$ cat config.mk
export PLATFORM = sky130hd
export DESIGN_NAME = ebus_io_slave
export DESIGN_NICKNAME = d
export VERILOG_FILES = /design/src/rtl/ebus_pkg.sv /design/src/rtl/ebus_slave_fifo.sv /design/src/rtl/ebus_io_slave.sv
export SDC_FILE = /design/constraint.sdc
export NUM_CORES = 1
export LEC_CHECK = 0
export ABC_AREA = 1
export CORE_ASPECT_RATIO = 0.8
export CORE_MARGIN = 10
export CORE_UTILIZATION = 34
export DETAILED_ROUTE_END_ITERATION = 8
export GPL_TIMING_DRIVEN = 0
export PLACE_DENSITY = 0.59
export SLEW_MARGIN = 20
export SYNTH_ARGS = -nofsm -noshare
export SYNTH_HDL_FRONTEND = slang
export SYNTH_SLANG_ARGS = --single-unit
$ cat constraint.sdc
create_clock -name clk -period 12.38 [get_ports clk]
set_clock_uncertainty 0.1 [all_clocks]
set_input_delay 2.476 -clock clk [delete_from_list [all_inputs] [get_ports clk]]
set_output_delay 2.476 -clock clk [all_outputs]
set_load 0.1 [all_outputs]
$ cat src/rtl/ebus_pkg.sv
`default_nettype none
// ============================================================================
// Module   : ebus_pkg
// Purpose  : Shared types and bit positions for the EBUS I/O slave: the
//            function-code enum, the slave FSM states, CONO/CONI field
//            positions and the backplane driver record.
// Revision : 1.0  initial release
// ============================================================================
package ebus_pkg;

  // Backplane driver record fed into the top-level EBUS data mux.
  // Bits are numbered big-endian: bit 0 is the MSB and bit 35 is the LSB.
  typedef struct packed {
    logic        driving;
    logic [0:35] data;
  } tEBUSdriver;

  // Function codes carried on ebusFunc[0:2]. Codes 5..7 are not decoded.
  typedef enum logic [2:0] {
    FN_CONO   = 3'd0,
    FN_CONI   = 3'd1,
    FN_DATAO  = 3'd2,
    FN_DATAI  = 3'd3,
    FN_PISERV = 3'd4
  } tEBUSfunc;

  // Slave handshake states.
  typedef enum logic [1:0] {
    IDLE = 2'd0,
    WAIT = 2'd1,
    XFER = 2'd2
  } tSlaveState;

  // CONO field positions (EBUS bit numbering, 0 = MSB).
  localparam int CONO_PI_MSB   = 33;
  localparam int CONO_PI_LSB   = 35;
  localparam int CONO_INT_EN   = 32;
  localparam int CONO_CLR_PEND = 31;
  localparam int CONO_CLR_FIFO = 30;

  // CONI field positions (EBUS bit numbering, 0 = MSB).
  localparam int CONI_FULL     = 28;
  localparam int CONI_EMPTY    = 29;
  localparam int CONI_PEND     = 30;
  localparam int CONI_INT_EN   = 32;

  // Assemble the CONI status word; unlisted bits read as zero.
  function automatic logic [0:35] coni_word(
    input logic [0:17] status,
    input logic        full,
    input logic        empty,
    input logic        pend,
    input logic        int_en,
    input logic [0:2]  pi_level
  );
    logic [0:35] w;
    w                           = '0;
    w[0:17]                     = status;
    w[CONI_FULL]                = full;
    w[CONI_EMPTY]               = empty;
    w[CONI_PEND]                = pend;
    w[CONI_INT_EN]              = int_en;
    w[CONO_PI_MSB:CONO_PI_LSB]  = pi_level;
    return w;
  endfunction

endpackage
`default_nettype wire

$ cat src/rtl/ebus_slave_fifo.sv
`default_nettype none
// ============================================================================
// Module   : ebus_slave_fifo
// Purpose  : Small register FIFO carrying DATAO words toward the device core.
//            Clear has priority over push/pop; pointers wrap mod DEPTH.
// Revision : 1.0  initial release
// ============================================================================
module ebus_slave_fifo #(
  parameter int DEPTH = 4,
  parameter int WIDTH = 36,
  localparam int AW   = $clog2(DEPTH),
  localparam int CW   = AW + 1
) (
  input  logic             clk,
  input  logic             rst,
  input  logic             push,
  input  logic [WIDTH-1:0] push_data,
  input  logic             pop,
  input  logic             clear,
  output logic [WIDTH-1:0] head_data,
  output logic             full,
  output logic             empty,
  output logic [CW-1:0]    count
);

  logic [WIDTH-1:0] mem_q [DEPTH];
  logic [WIDTH-1:0] mem_d [DEPTH];
  logic [AW-1:0]    wr_ptr_q, wr_ptr_d;
  logic [AW-1:0]    rd_ptr_q, rd_ptr_d;
  logic [CW-1:0]    count_q,  count_d;
  logic             do_push;
  logic             do_pop;

  assign full      = (count_q == CW'(DEPTH));
  assign empty     = (count_q == '0);
  assign count     = count_q;
  assign head_data = mem_q[rd_ptr_q];

  // Next pointer/count/storage; a clear discards everything, including a pop.
  always_comb begin
    mem_d    = mem_q;
    wr_ptr_d = wr_ptr_q;
    rd_ptr_d = rd_ptr_q;
    count_d  = count_q;
    do_push  = push && !full;
    do_pop   = pop && !empty;
    if (clear) begin
      wr_ptr_d = '0;
      rd_ptr_d = '0;
      count_d  = '0;
    end else begin
      if (do_push) begin
        mem_d[wr_ptr_q] = push_data;
        wr_ptr_d        = wr_ptr_q + 1'b1;
      end
      if (do_pop) begin
        rd_ptr_d = rd_ptr_q + 1'b1;
      end
      count_d = count_q + CW'(do_push) - CW'(do_pop);
    end
  end

  // FIFO state registers; reset empties the FIFO and zeroes its contents.
  always_ff @(posedge clk or posedge rst) begin
    if (rst) begin
      for (int i = 0; i < DEPTH; i++) begin
        mem_q[i] <= '0;
      end
      wr_ptr_q <= '0;
      rd_ptr_q <= '0;
      count_q  <= '0;
    end else begin
      mem_q    <= mem_d;
      wr_ptr_q <= wr_ptr_d;
      rd_ptr_q <= rd_ptr_d;
      count_q  <= count_d;
    end
  end

endmodule
`default_nettype wire

$ cat src/rtl/ebus_io_slave.sv
`default_nettype none
// ============================================================================
// Module   : ebus_io_slave
// Purpose  : Generic EBUS I/O device slave. Decodes CONO/CONI/DATAO/DATAI/
//            PI-serve for one device code, runs the demand/xfer handshake,
//            queues DATAO words for the device and raises a PI request.
// Revision : 1.0  initial release
// ============================================================================
module ebus_io_slave
  import ebus_pkg::*;
#(
  parameter logic [0:6]  DEV_CS     = 7'o14,
  parameter int          FIFO_DEPTH = 4,
  parameter int          XFER_DLY   = 2,
  parameter logic [17:0] VECTOR     = 18'o40
) (
  input  logic        clk,
  input  logic        crobar,
  input  logic [0:6]  ebusCS,
  input  logic [0:2]  ebusFunc,
  input  logic        ebusDemand,
  input  logic [0:35] ebusDataIn,
  output tEBUSdriver  EBUSdriver,
  output logic        ebusXfer,
  output logic [0:7]  ebusPI,
  output logic        devRxValid,
  output logic [0:35] devRxData,
  input  logic        devRxReady,
  input  logic [0:35] devTxData,
  input  logic [0:17] devStatus,
  input  logic        devIntReq
);

  localparam int CNT_W = $clog2(FIFO_DEPTH) + 1;

  tSlaveState  state_q,    state_d;
  tEBUSfunc    func_q,     func_d;
  logic [3:0]  dly_q,      dly_d;
  logic        xfer_q,     xfer_d;
  logic        drv_q,      drv_d;
  logic [0:35] data_q,     data_d;
  logic [0:2]  pi_level_q, pi_level_d;
  logic        int_en_q,   int_en_d;
  logic        pending_q,  pending_d;
  logic [0:7]  pi_q,       pi_d;

  logic             fifo_push;
  logic             fifo_clr;
  logic             pend_clr;
  logic             fifo_full;
  logic             fifo_empty;
  logic [CNT_W-1:0] fifo_count;
  logic [35:0]      fifo_head;
  logic             fifo_at_depth;
  logic             cmd_hit;

  assign cmd_hit       = ebusDemand && (ebusCS == DEV_CS) && (ebusFunc <= 3'd4);
  assign fifo_at_depth = (fifo_count == CNT_W'(FIFO_DEPTH));

  ebus_slave_fifo #(
    .DEPTH (FIFO_DEPTH),
    .WIDTH (36)
  ) u_fifo (
    .clk       (clk),
    .rst       (crobar),
    .push      (fifo_push),
    .push_data (ebusDataIn),
    .pop       (devRxReady),
    .clear     (fifo_clr),
    .head_data (fifo_head),
    .full      (fifo_full),
    .empty     (fifo_empty),
    .count     (fifo_count)
  );

  // Handshake sequencing, register side effects at xfer-rise, PI request.
  always_comb begin
    state_d    = state_q;
    func_d     = func_q;
    dly_d      = dly_q;
    xfer_d     = xfer_q;
    drv_d      = drv_q;
    data_d     = data_q;
    pi_level_d = pi_level_q;
    int_en_d   = int_en_q;
    pending_d  = pending_q;
    pi_d       = '0;
    fifo_push  = 1'b0;
    fifo_clr   = 1'b0;
    pend_clr   = 1'b0;

    case (state_q)
      IDLE: begin
        if (cmd_hit) begin
          state_d = WAIT;
          func_d  = tEBUSfunc'(ebusFunc);
          dly_d   = 4'(XFER_DLY);
        end
      end

      WAIT: begin
        if (!ebusDemand) begin
          // CPU gave up before acknowledge: abandon with no side effects.
          state_d = IDLE;
        end else if (dly_q != 4'd0) begin
          dly_d = dly_q - 4'd1;
        end else if (func_q == FN_DATAO && fifo_at_depth) begin
          // No room for the word: hold off the acknowledge.
          state_d = WAIT;
        end else begin
          state_d = XFER;
          xfer_d  = 1'b1;
          case (func_q)
            FN_CONO: begin
              pi_level_d = ebusDataIn[CONO_PI_MSB:CONO_PI_LSB];
              int_en_d   = ebusDataIn[CONO_INT_EN];
              pend_clr   = ebusDataIn[CONO_CLR_PEND];
              fifo_clr   = ebusDataIn[CONO_CLR_FIFO];
            end
            FN_CONI: begin
              drv_d  = 1'b1;
              data_d = coni_word(devStatus, fifo_full, fifo_empty,
                                 pending_q, int_en_q, pi_level_q);
            end
            FN_DATAO: begin
              fifo_push = 1'b1;
            end
            FN_DATAI: begin
              drv_d  = 1'b1;
              data_d = devTxData;
            end
            FN_PISERV: begin
              drv_d  = 1'b1;
              data_d = {18'd0, VECTOR};
            end
            default: begin
              state_d = IDLE;
              xfer_d  = 1'b0;
            end
          endcase
        end
      end

      XFER: begin
        if (!ebusDemand) begin
          state_d = IDLE;
          xfer_d  = 1'b0;
          drv_d   = 1'b0;
          data_d  = '0;
          // A served interrupt is retired as the CPU releases the bus.
          if (func_q == FN_PISERV) begin
            pend_clr = 1'b1;
          end
        end
      end

      default: begin
        state_d = IDLE;
        xfer_d  = 1'b0;
        drv_d   = 1'b0;
        data_d  = '0;
      end
    endcase

    // A new device request outranks any clear in the same cycle.
    if (pend_clr) begin
      pending_d = 1'b0;
    end
    if (devIntReq) begin
      pending_d = 1'b1;
    end

    // Request line follows the state being written this cycle.
    if (pending_d && int_en_d && (pi_level_d != 3'd0)) begin
      pi_d[pi_level_d] = 1'b1;
    end
  end

  // Slave state registers; crobar returns everything to idle at once.
  always_ff @(posedge clk or posedge crobar) begin
    if (crobar) begin
      state_q    <= IDLE;
      func_q     <= FN_CONO;
      dly_q      <= '0;
      xfer_q     <= 1'b0;
      drv_q      <= 1'b0;
      data_q     <= '0;
      pi_level_q <= '0;
      int_en_q   <= 1'b0;
      pending_q  <= 1'b0;
      pi_q       <= '0;
    end else begin
      state_q    <= state_d;
      func_q     <= func_d;
      dly_q      <= dly_d;
      xfer_q     <= xfer_d;
      drv_q      <= drv_d;
      data_q     <= data_d;
      pi_level_q <= pi_level_d;
      int_en_q   <= int_en_d;
      pending_q  <= pending_d;
      pi_q       <= pi_d;
    end
  end

  assign EBUSdriver.driving = drv_q;
  assign EBUSdriver.data    = data_q;
  assign ebusXfer           = xfer_q;
  assign ebusPI             = pi_q;
  assign devRxValid         = !fifo_empty;
  assign devRxData          = fifo_head;

endmodule
`default_nettype wire
==> reports/metrics.cfg, run 1 <==
[pwr]
p_total_w = 0.00312
p_per_area_nw_per_um2 = 250
ir_drop_mv = 0.195
p_leak_nw = 5.62

[yosys]
synth_area_leader_cell = dfrtp_1
synthTopCellsByArea = dfrtp_1 56%, nand2_1 10%, o21ai_1 9.2%
yosys-top-cells-count = 257 x nand2_1, 211 x dfrtp_1, 173 x o21ai_1, 93 x nor2_1, 91 x o21ai_0
synth_top_area_share_pct = 56.2
syn_nets = 1204
ys_async_sr_fraction_pct = 100
synth_seq_area_share_pct = 56.2
yosysWarnings = 0
syn_area_per_cell_um2 = 8.63
syn_area_um2 = 9390
synth_cells = 1088
ys_ff_latch = 211
synth-edff-count = 0
yosysMostFrequentCell = nand2_1
yosys_most_used_dff = dfrtp_1
synth_cell_types = 34

[setup_path]
crit_fanout = 10
r2r-start = u_fifo.count[1]$_DFF_PP0_
critical_path_arrival_ns = 3.83
worstSetupPathType = flip-flop to output port
slowest_stage = clkdlybuf4s50_1
worstPathRequired_ns = 9.80
worst-r2r-setup-slack_ns = 10.01
ff2ff_path_depth = 10
rr_endpoint = u_fifo.count[2]$_DFF_PP0_
startpoint_type = flip-flop
cp_top_family = buffers and inverters
crit_path_frequent_cell = clkbuf_1
cpPeakStageDelay_ns = 1.21
crit_path_end_kind = output port
crit_buf_inv = 5
path_cells = clkbuf_1 > inv_1 > clkbuf_1 > clkbuf_1 > o21ai_0 > o22ai_1 > clkdlybuf4s50_1

[status]
outcome = completed

[clocking]
cts_setup_buffers = 0
cts_sinks = 211
hold_buffers = 0
cts_root_buf = clkbuf_16
cts_made_buffers = 23
clockBufferDepth = 3
cts_tree = built
cts.repair.resized = 0
clk_pin_slew_worst_paths_ns = 0.06
ctsHtreeMaxLevel = 1
insertion_delay_ns = 0.54

[final_layout]
num_antenna_cells = 0
stdcell_area_um2 = 12500
final_util_pct = 45.9
fin_cells = 1679
layout.nets = 1418
area_growth_pct = 33.2
drive_gt1_share_pct = 5.93
fill_cells = 2723

[placed_design]
dp_cells = 1641
post_dp_cell_area_um2 = 11800
routabilityCongestion = 0.799
dpl.hpwl_um = 21300
port-buffer-count = 187

[global_route]
grt_pass1_vias = 8155
antenna_found_initial = 0
grt_max_degree = 93
grt_usage_pct = 17.0
grt-ovfl-total = 0
grt_pass1_wl_um = 47400

[timing]
rsz0062_at_grt = no
tightest_slew_ns = 1.04
period_minus_slack_ns = 6.41
fmaxAchievable_mhz = 156
fin_crit_sh_pct = 51.8
finalHoldViolCount = 0
slew-limit-headroom_pct = 30.4
maxSlewViolCount = 0
setup_viol = 0
setup-tns-final_ns = 0

[floorplan]
die_area_um2 = 34700
io_pins = 188
die_y_um = 169
rows = 54
die_w_um = 206
floorplan.initialDensity_pct = 34.5
core-area_um2 = 27200

[routing]
num_vias = 8307
drt-initial-drc-count = 623
avgRoutedWirePerCell_um = 18.0
drc = 0
drt-vias-per-instance = 4.95
postRouteAntennaNets = 0
drt_first_pass_iters = 5
wl_um = 30300

[worst_hold_path]
min_path_cells = 2
min_from = drv_q$_DFFE_PP0P_
holdPathEnd = drv_q$_DFFE_PP0P_
hold_class = flip-flop to flip-flop

[flow_run]
drv_cap = 0

[where the power goes]
part | leakage [nW] | internal [W] | total, W | switching, W
clock network | 0.351 | 0.000378 | 0.000670 | 0.000292
registers | 2.86 | 0.000740 | 0.000771 | 0.0000305
logic | 2.41 | 0.000386 | 0.00168 | 0.00130
total | 5.62 | 0.00150 | 0.00312 | 0.00162
[how the worst max path moves through the flow]
stage / startpoint / endpoint / cells after the start / slack, ns
2_1_floorplan: crobar / data_q[0]$_DFFE_PP0P_ / 1 / 4.04
3_3_place_gp: crobar / u_fifo.mem_q[28]$_DFFE_PP0P_ / 2 / 0.82
3_5_place_dp: u_fifo.rd_ptr_q[1]$_DFFE_PP0P_ / devRxData[33] / 7 / 6.62
4_1_cts: u_fifo.rd_ptr_q[1]$_DFFE_PP0P_ / devRxData[30] / 7 / 6.04
5_1_grt: u_fifo.rd_ptr_q[1]$_DFFE_PP0P_ / devRxData[32] / 7 / 5.82
6_report: u_fifo.rd_ptr_q[1]$_DFFE_PP0P_ / devRxData[30] / 7 / 5.97
[metal layers]
metal	part of all wire (%)	vias to the layer above	global-route usage, %
met5	0	-	0
met4	2.0	0	3.55
met3	5.6	35	2.86
met2	44	227	25.8
met1	48	4019	24.8
li1	-	4026	-
[cell families (layout without fill, tap and decap cells)]
kind of cell / after synthesis / count (layout) / synth area share (%)
flip-flops: 211 / 211 / 56.2
other: 1 / 1 / 0.0399
adder cells (fa/ha/maj): 11 / 11 / 1.55
buffers and inverters: 141 / 368 / 6.16
XOR/XNOR: 4 / 4 / 0.373
AND/OR/NAND/NOR: 382 / 382 / 16.1
AO/OA/AOI/OAI: 338 / 338 / 19.6
[sequential cells by signal, summed over array words and instances (netlist names)]
register	count
drv_q	1
u_fifo.wr_ptr_q	2
int_en_q	1
u_fifo.rd_ptr_q	2
ebusXfer	1
u_fifo.count	3
func_q	3
ebusPI	8
data_q	36
pending_q	1
pi_level_q	3
dly_q	4
state_q	2
u_fifo.mem_q	144
[through the flow]
stage          setup WS (ns)  hold WS, ns
5_1_grt                 5.82        0.401
6_report                5.97        0.373
2_1_floorplan           4.04        0.343
4_1_cts                 6.04        0.377
3_3_place_gp           0.815        0.356
3_5_place_dp            6.62        0.360
[tightest hold or removal path, stage by stage, from the launching register on]
cell,delay (ns)
dfrtp_1,0.34
nand2_1,0.05
nand2_1,0.05
[final cells by class]
type | count | area, um^2 | share of cell area [%]
Tap cell | 364 | 455 | 3.64
Multi-Input combinational cell | 736 | 3530 | 28.2
Timing Repair Buffer | 189 | 1930 | 15.4
Clock inverter | 7 | 61.3 | 0.490
Sequential cell | 211 | 5280 | 42.2
Buffer | 67 | 298 | 2.38
Clock buffer | 31 | 666 | 5.32
Inverter | 74 | 288 | 2.30
[layout by cell type, fill, tap and decap left out, drive strengths merged]
master / netlist / routed
clkinv: 1 / 4
dfrtp: 211 / 211
nor3: 3 / 3
o31ai: 2 / 2
inv: 73 / 74
nand4: 1 / 1
nand3: 18 / 18
nor2: 95 / 95
a21oi: 8 / 8
o211ai: 1 / 1
o22ai: 38 / 38
a22oi: 3 / 3
clkinvlp: 0 / 3
a22o: 18 / 18
fa: 1 / 1
o21ai: 268 / 268
clkdlybuf4s50: 0 / 187
nand2: 265 / 265
clkbuf: 48 / 79
ha: 10 / 10
conb: 1 / 1
xnor2: 4 / 4
buf: 19 / 21
Note: power is estimated with default switching activity, not from simulation.
==> run 2, diff against run 1 <==
Settings changed: PLACE_DENSITY 0.59 to 0.61.
Clock period 12.38 ns to 5.54 ns, I/O delays scaled along.
==> reports/metrics.cfg, run 2 (synthesis gave the netlist of run 1 again) <==
[status]
outcome = completed

[floorplan]
die_area_um2 = 34700
rows = 54
die_w_um = 206
io_pins = 188
floorplan.initialDensity_pct = 34.5
core-area_um2 = 27200
die_y_um = 169

[routing]
postRouteAntennaNets = 0
drt_first_pass_iters = 5
drt-vias-per-instance = 4.97
num_vias = 8392
drt-initial-drc-count = 624
wl_um = 30500
drc = 0
avgRoutedWirePerCell_um = 18.1

[clocking]
hold_buffers = 0
clk_pin_slew_worst_paths_ns = 0.06
cts_made_buffers = 24
cts.repair.resized = 0
cts_root_buf = clkbuf_16
clockBufferDepth = 3
ctsHtreeMaxLevel = 1
cts_tree = built
cts_sinks = 211
insertion_delay_ns = 0.52
cts_setup_buffers = 0

[final_layout]
mostFrequentLayoutCells = 257 x nand2_1, 211 x dfrtp_1, 187 x clkdlybuf4s50_1
final_util_pct = 46.4
largest_reg_flops = 144
drive_gt1_share_pct = 6.35
area_growth_pct = 34.7
layout.nets = 1424
final_common_cell = nand2_1
largest_register = u_fifo.mem_q
fill_cells = 2701

[pwr]
p_leak_nw = 5.68
p_total_w = 0.00707
ir_drop_mv = 0.441
p_per_area_nw_per_um2 = 559

[worst_hold_path]
hold_class = flip-flop to flip-flop
min_path_cells = 2
holdPathEnd = drv_q$_DFFE_PP0P_
min_from = drv_q$_DFFE_PP0P_

[timing]
maxSlewViolCount = 0
fmaxAchievable_mhz = 200
finalHoldViolCount = 0
fin_hold_ws_ns = 0.376
setup-tns-final_ns = 0
period_minus_slack_ns = 5.00
fin_crit_sh_pct = 90.3
setup_slack_ns = 0.536
slew-limit-headroom_pct = 31.4
tightest_slew_ns = 1.03
setup_viol = 0
rsz0062_at_grt = no

[placed_design]
dpl.hpwl_um = 21800
routabilityCongestion = 0.842
dp_slack_ns = 1.15
port-buffer-count = 187

[setup_path]
worstSetupPathType = flip-flop to output port
rr_endpoint = u_fifo.count[2]$_DFF_PP0_
r2r-start = u_fifo.count[1]$_DFF_PP0_
crit_path_end_kind = output port
crit_fanout = 10
critical_path_arrival_ns = 3.80
worst-r2r-setup-slack_ns = 3.11
ff2ff_path_depth = 10
startpoint_type = flip-flop
worstPathRequired_ns = 4.33

[global_route]
grt_max_degree = 34
grt-ovfl-total = 0
antenna_found_initial = 1
grt_pass1_wl_um = 48600
grt_pass1_vias = 8539
grt_usage_pct = 17.3

[flow_run]
drv_cap = 0

run 2: changes by cell type in the layout (fill, tap and decap cells not counted), sizes merged:
cell and delta:
clkbuf +2, buf +5, inv -1, diode +1, bufinv +1, clkinvlp +1
run 2: critical path: stages (launching register included):
cell and delay [ns]:
dfrtp_1 0.35, clkbuf_1 0.24, inv_1 0.13, clkbuf_1 0.39, clkbuf_1 0.46, o21ai_0 0.19, o22ai_1 0.29, clkdlybuf4s50_1 1.21
run 2: where the power goes:
group	switching, W	internal [W]
Combinational	0.00289	0.000870
Clock	0.000655	0.000924
Sequential	0.0000718	0.00165
run 2: layout make-up:
type | count | area, um^2 | share of cell area (%)
Clock inverter | 8 | 80.1 | 0.633
Tap cell | 364 | 455 | 3.60
Antenna cell | 1 | 2.50 | 0.0198
Inverter | 74 | 284 | 2.25
Multi-Input combinational cell | 736 | 3530 | 27.9
Buffer | 67 | 298 | 2.35
Clock buffer | 33 | 696 | 5.50
Timing Repair Buffer | 194 | 2020 | 16.0
Sequential cell | 211 | 5280 | 41.7
run 2: worst max-delay path by stage:
stage                                   startpoint                      endpoint  slack, ns
finish              u_fifo.rd_ptr_q[1]$_DFFE_PP0P_                 devRxData[30]       0.54
global route        u_fifo.rd_ptr_q[1]$_DFFE_PP0P_                 devRxData[30]       0.35
detailed placement  u_fifo.rd_ptr_q[1]$_DFFE_PP0P_                 devRxData[30]       1.15
CTS                 u_fifo.rd_ptr_q[1]$_DFFE_PP0P_                 devRxData[30]       0.58
floorplan                                   crobar         data_q[0]$_DFFE_PP0P_       1.59
global placement                            crobar  u_fifo.mem_q[28]$_DFFE_PP0P_      -0.27
run 2: layer usage:
layer | track usage [%] | up-vias | wire length (um)
met5 | 0 | - | 0
met4 | 4.02 | 0 | 645
met3 | 2.90 | 36 | 1750
met2 | 26.6 | 233 | 13600
met1 | 24.9 | 4067 | 14500
li1 | - | 4056 | -
run 2: metrics by stage:
stage | cells | cell area [um^2]
after floorplan | 1088 | 9390
after global placement | 1639 | 11700
after detailed placement | 1646 | 11900
after CTS | 1687 | 12600
after global routing | 1688 | 12600
final | 1688 | 12600
==> run 3, diff against run 2 <==
Settings changed: REMOVE_ABC_BUFFERS set to 1.
==> reports/metrics.cfg, run 3 (synthesis gave the netlist of run 1 again) <==
[final_layout]
largest_register = u_fifo.mem_q
mostFrequentLayoutCells = 257 x nand2_1, 209 x dfrtp_1, 187 x clkdlybuf4s50_1
drive_gt1_share_pct = 5.89
largest_reg_flops = 144
num_antenna_cells = 0
fill_cells = 2688
area_growth_pct = 32.9
final_common_cell = nand2_1
layout.nets = 1356
final_util_pct = 45.8

[status]
outcome = completed

[routing]
postRouteAntennaNets = 0
wl_um = 26000
drc = 0
avgRoutedWirePerCell_um = 16.0
num_vias = 7816
drt_first_pass_iters = 5
drt-vias-per-instance = 4.82
drt-initial-drc-count = 501

[pwr]
power.share.switching_pct = 49.5
p_int_w = 0.00359
p_per_area_nw_per_um2 = 570
p_switching_w = 0.00352
p_clk_share_pct = 24.5
p_leak_nw = 5.67
p_seq_share_pct = 25.2
ir_drop_mv = 0.359
pwr-share-comb_pct = 50.4

[placed_design]
port-buffer-count = 187
dpl.hpwl_um = 16800
routabilityCongestion = 0.744
dp_slack_ns = 1.22

[global_route]
grt-ovfl-total = 0
grt_pass1_vias = 7960
grt_max_degree = 87
antenna_found_initial = 0
grt_pass1_wl_um = 42700
grt_usage_pct = 14.9

[setup_path]
critical_path_arrival_ns = 3.67
crit_fanout = 38
crit_path_end_kind = output port
worstSetupPathType = flip-flop to output port
worstPathRequired_ns = 4.33
startpoint_type = flip-flop

[floorplan]
die_y_um = 169
core-area_um2 = 27200
floorplan.initialDensity_pct = 34.5
die_area_um2 = 34700
rows = 54
die_w_um = 206
io_pins = 188

[timing]
fin_crit_sh_pct = 88.0
fmaxAchievable_mhz = 205
setup_slack_ns = 0.662
period_minus_slack_ns = 4.88
rsz0062_at_grt = no
slew-limit-headroom_pct = 28.4
maxSlewViolCount = 0
setup_viol = 0
finalHoldViolCount = 0
tightest_slew_ns = 1.07

[clocking]
cts_root_buf = clkbuf_16
cts_made_buffers = 24
cts_tree = built
clockBufferDepth = 3
hold_buffers = 0
ctsHtreeMaxLevel = 1
clk_pin_slew_worst_paths_ns = 0.06
cts_setup_buffers = 0
cts_sinks = 211
insertion_delay_ns = 0.51
cts.repair.resized = 0

[worst_hold_path]
hold_class = flip-flop to flip-flop

[flow_run]
drv_cap = 0

[run 3: cell count changes in the layout (fill, tap and decap cells not counted), moves of 2 or more]
cell       before  now
clkbuf_1       52    2
buf_2          13    0
nand2_2         8    3
nand2_4         0    5
bufinv_16       1    5
buf_12          6    3
buf_6           3    0
clkinv_2        2    5
buf_16          1    3
buf_4           2    0
dfrtp_1       211  209
[run 3: routing by layer]
layer  share of wire (%)  global-route usage [%]  vias up
met3                 5.0                    2.92       32
met4                 1.8                    3.26        0
met2                  47                    24.6      142
met1                  46                    19.7     3734
met5                   0                       0        -
li1                    -                       -     3908
[run 3: area by class of cell]
type / instances / area, um^2 / share of cell area [%]
Clock buffer: 30 / 674 / 5.40
Clock inverter: 13 / 201 / 1.61
Inverter: 74 / 289 / 2.32
Multi-Input combinational cell: 736 / 3560 / 28.5
Sequential cell: 211 / 5290 / 42.4
Tap cell: 364 / 455 / 3.65
Timing Repair Buffer: 193 / 2010 / 16.1
[run 3: power groups by stage]
stage | Sequential [W] | Combinational, W | Clock (W)
3_3_place_gp | 0.00187 | 0.00353 | 0
2_1_floorplan | 0.00232 | 0.00213 | 0
5_1_grt | 0.00181 | 0.00379 | 0.00186
6_report | 0.00179 | 0.00358 | 0.00174
4_1_cts | 0.00179 | 0.00361 | 0.00179
3_5_place_dp | 0.00182 | 0.00360 | 0
[run 3: final timing paths]
check	endpoint	start	slack, ns	cells after the start
min reg2reg	data_q[35]$_DFFE_PP0P_	data_q[35]$_DFFE_PP0P_	0.38	2
min	data_q[35]$_DFFE_PP0P_	data_q[35]$_DFFE_PP0P_	0.38	2
min in group asynchronous	data_q[24]$_DFFE_PP0P_	crobar	0.89	2
max in group asynchronous	u_fifo.mem_q[121]$_DFFE_PP0P_	crobar	3.26	4
max reg2reg	u_fifo.mem_q[107]$_DFFE_PP0P_	state_q[1]$_DFFE_PP0P_	2.63	9
max	devRxData[33]	u_fifo.rd_ptr_q[1]$_DFFE_PP0P_	0.66	4
[run 3: critical path, stage by stage, from the launching register on]
cell and delay, ns:
dfrtp_2 0.71, inv_2 0.70, o21ai_0 0.19, o22ai_1 0.31, clkdlybuf4s50_1 1.22
[run 3: metrics by stage]
step	hold slack [ns]	cells	cell area (um^2)	total power, W	TNS (ns)
4_1_cts	0.383	1621	12500	0.00719	0
3_5_place_dp	0.367	1578	11600	0.00542	0
3_3_place_gp	0.366	1572	11400	0.00541	-1046.88
2_1_floorplan	0.354	1021	9090	0.00445	-302.55
5_1_grt	0.401	1621	12500	0.00746	0
6_report	0.379	1621	12500	0.00711	0
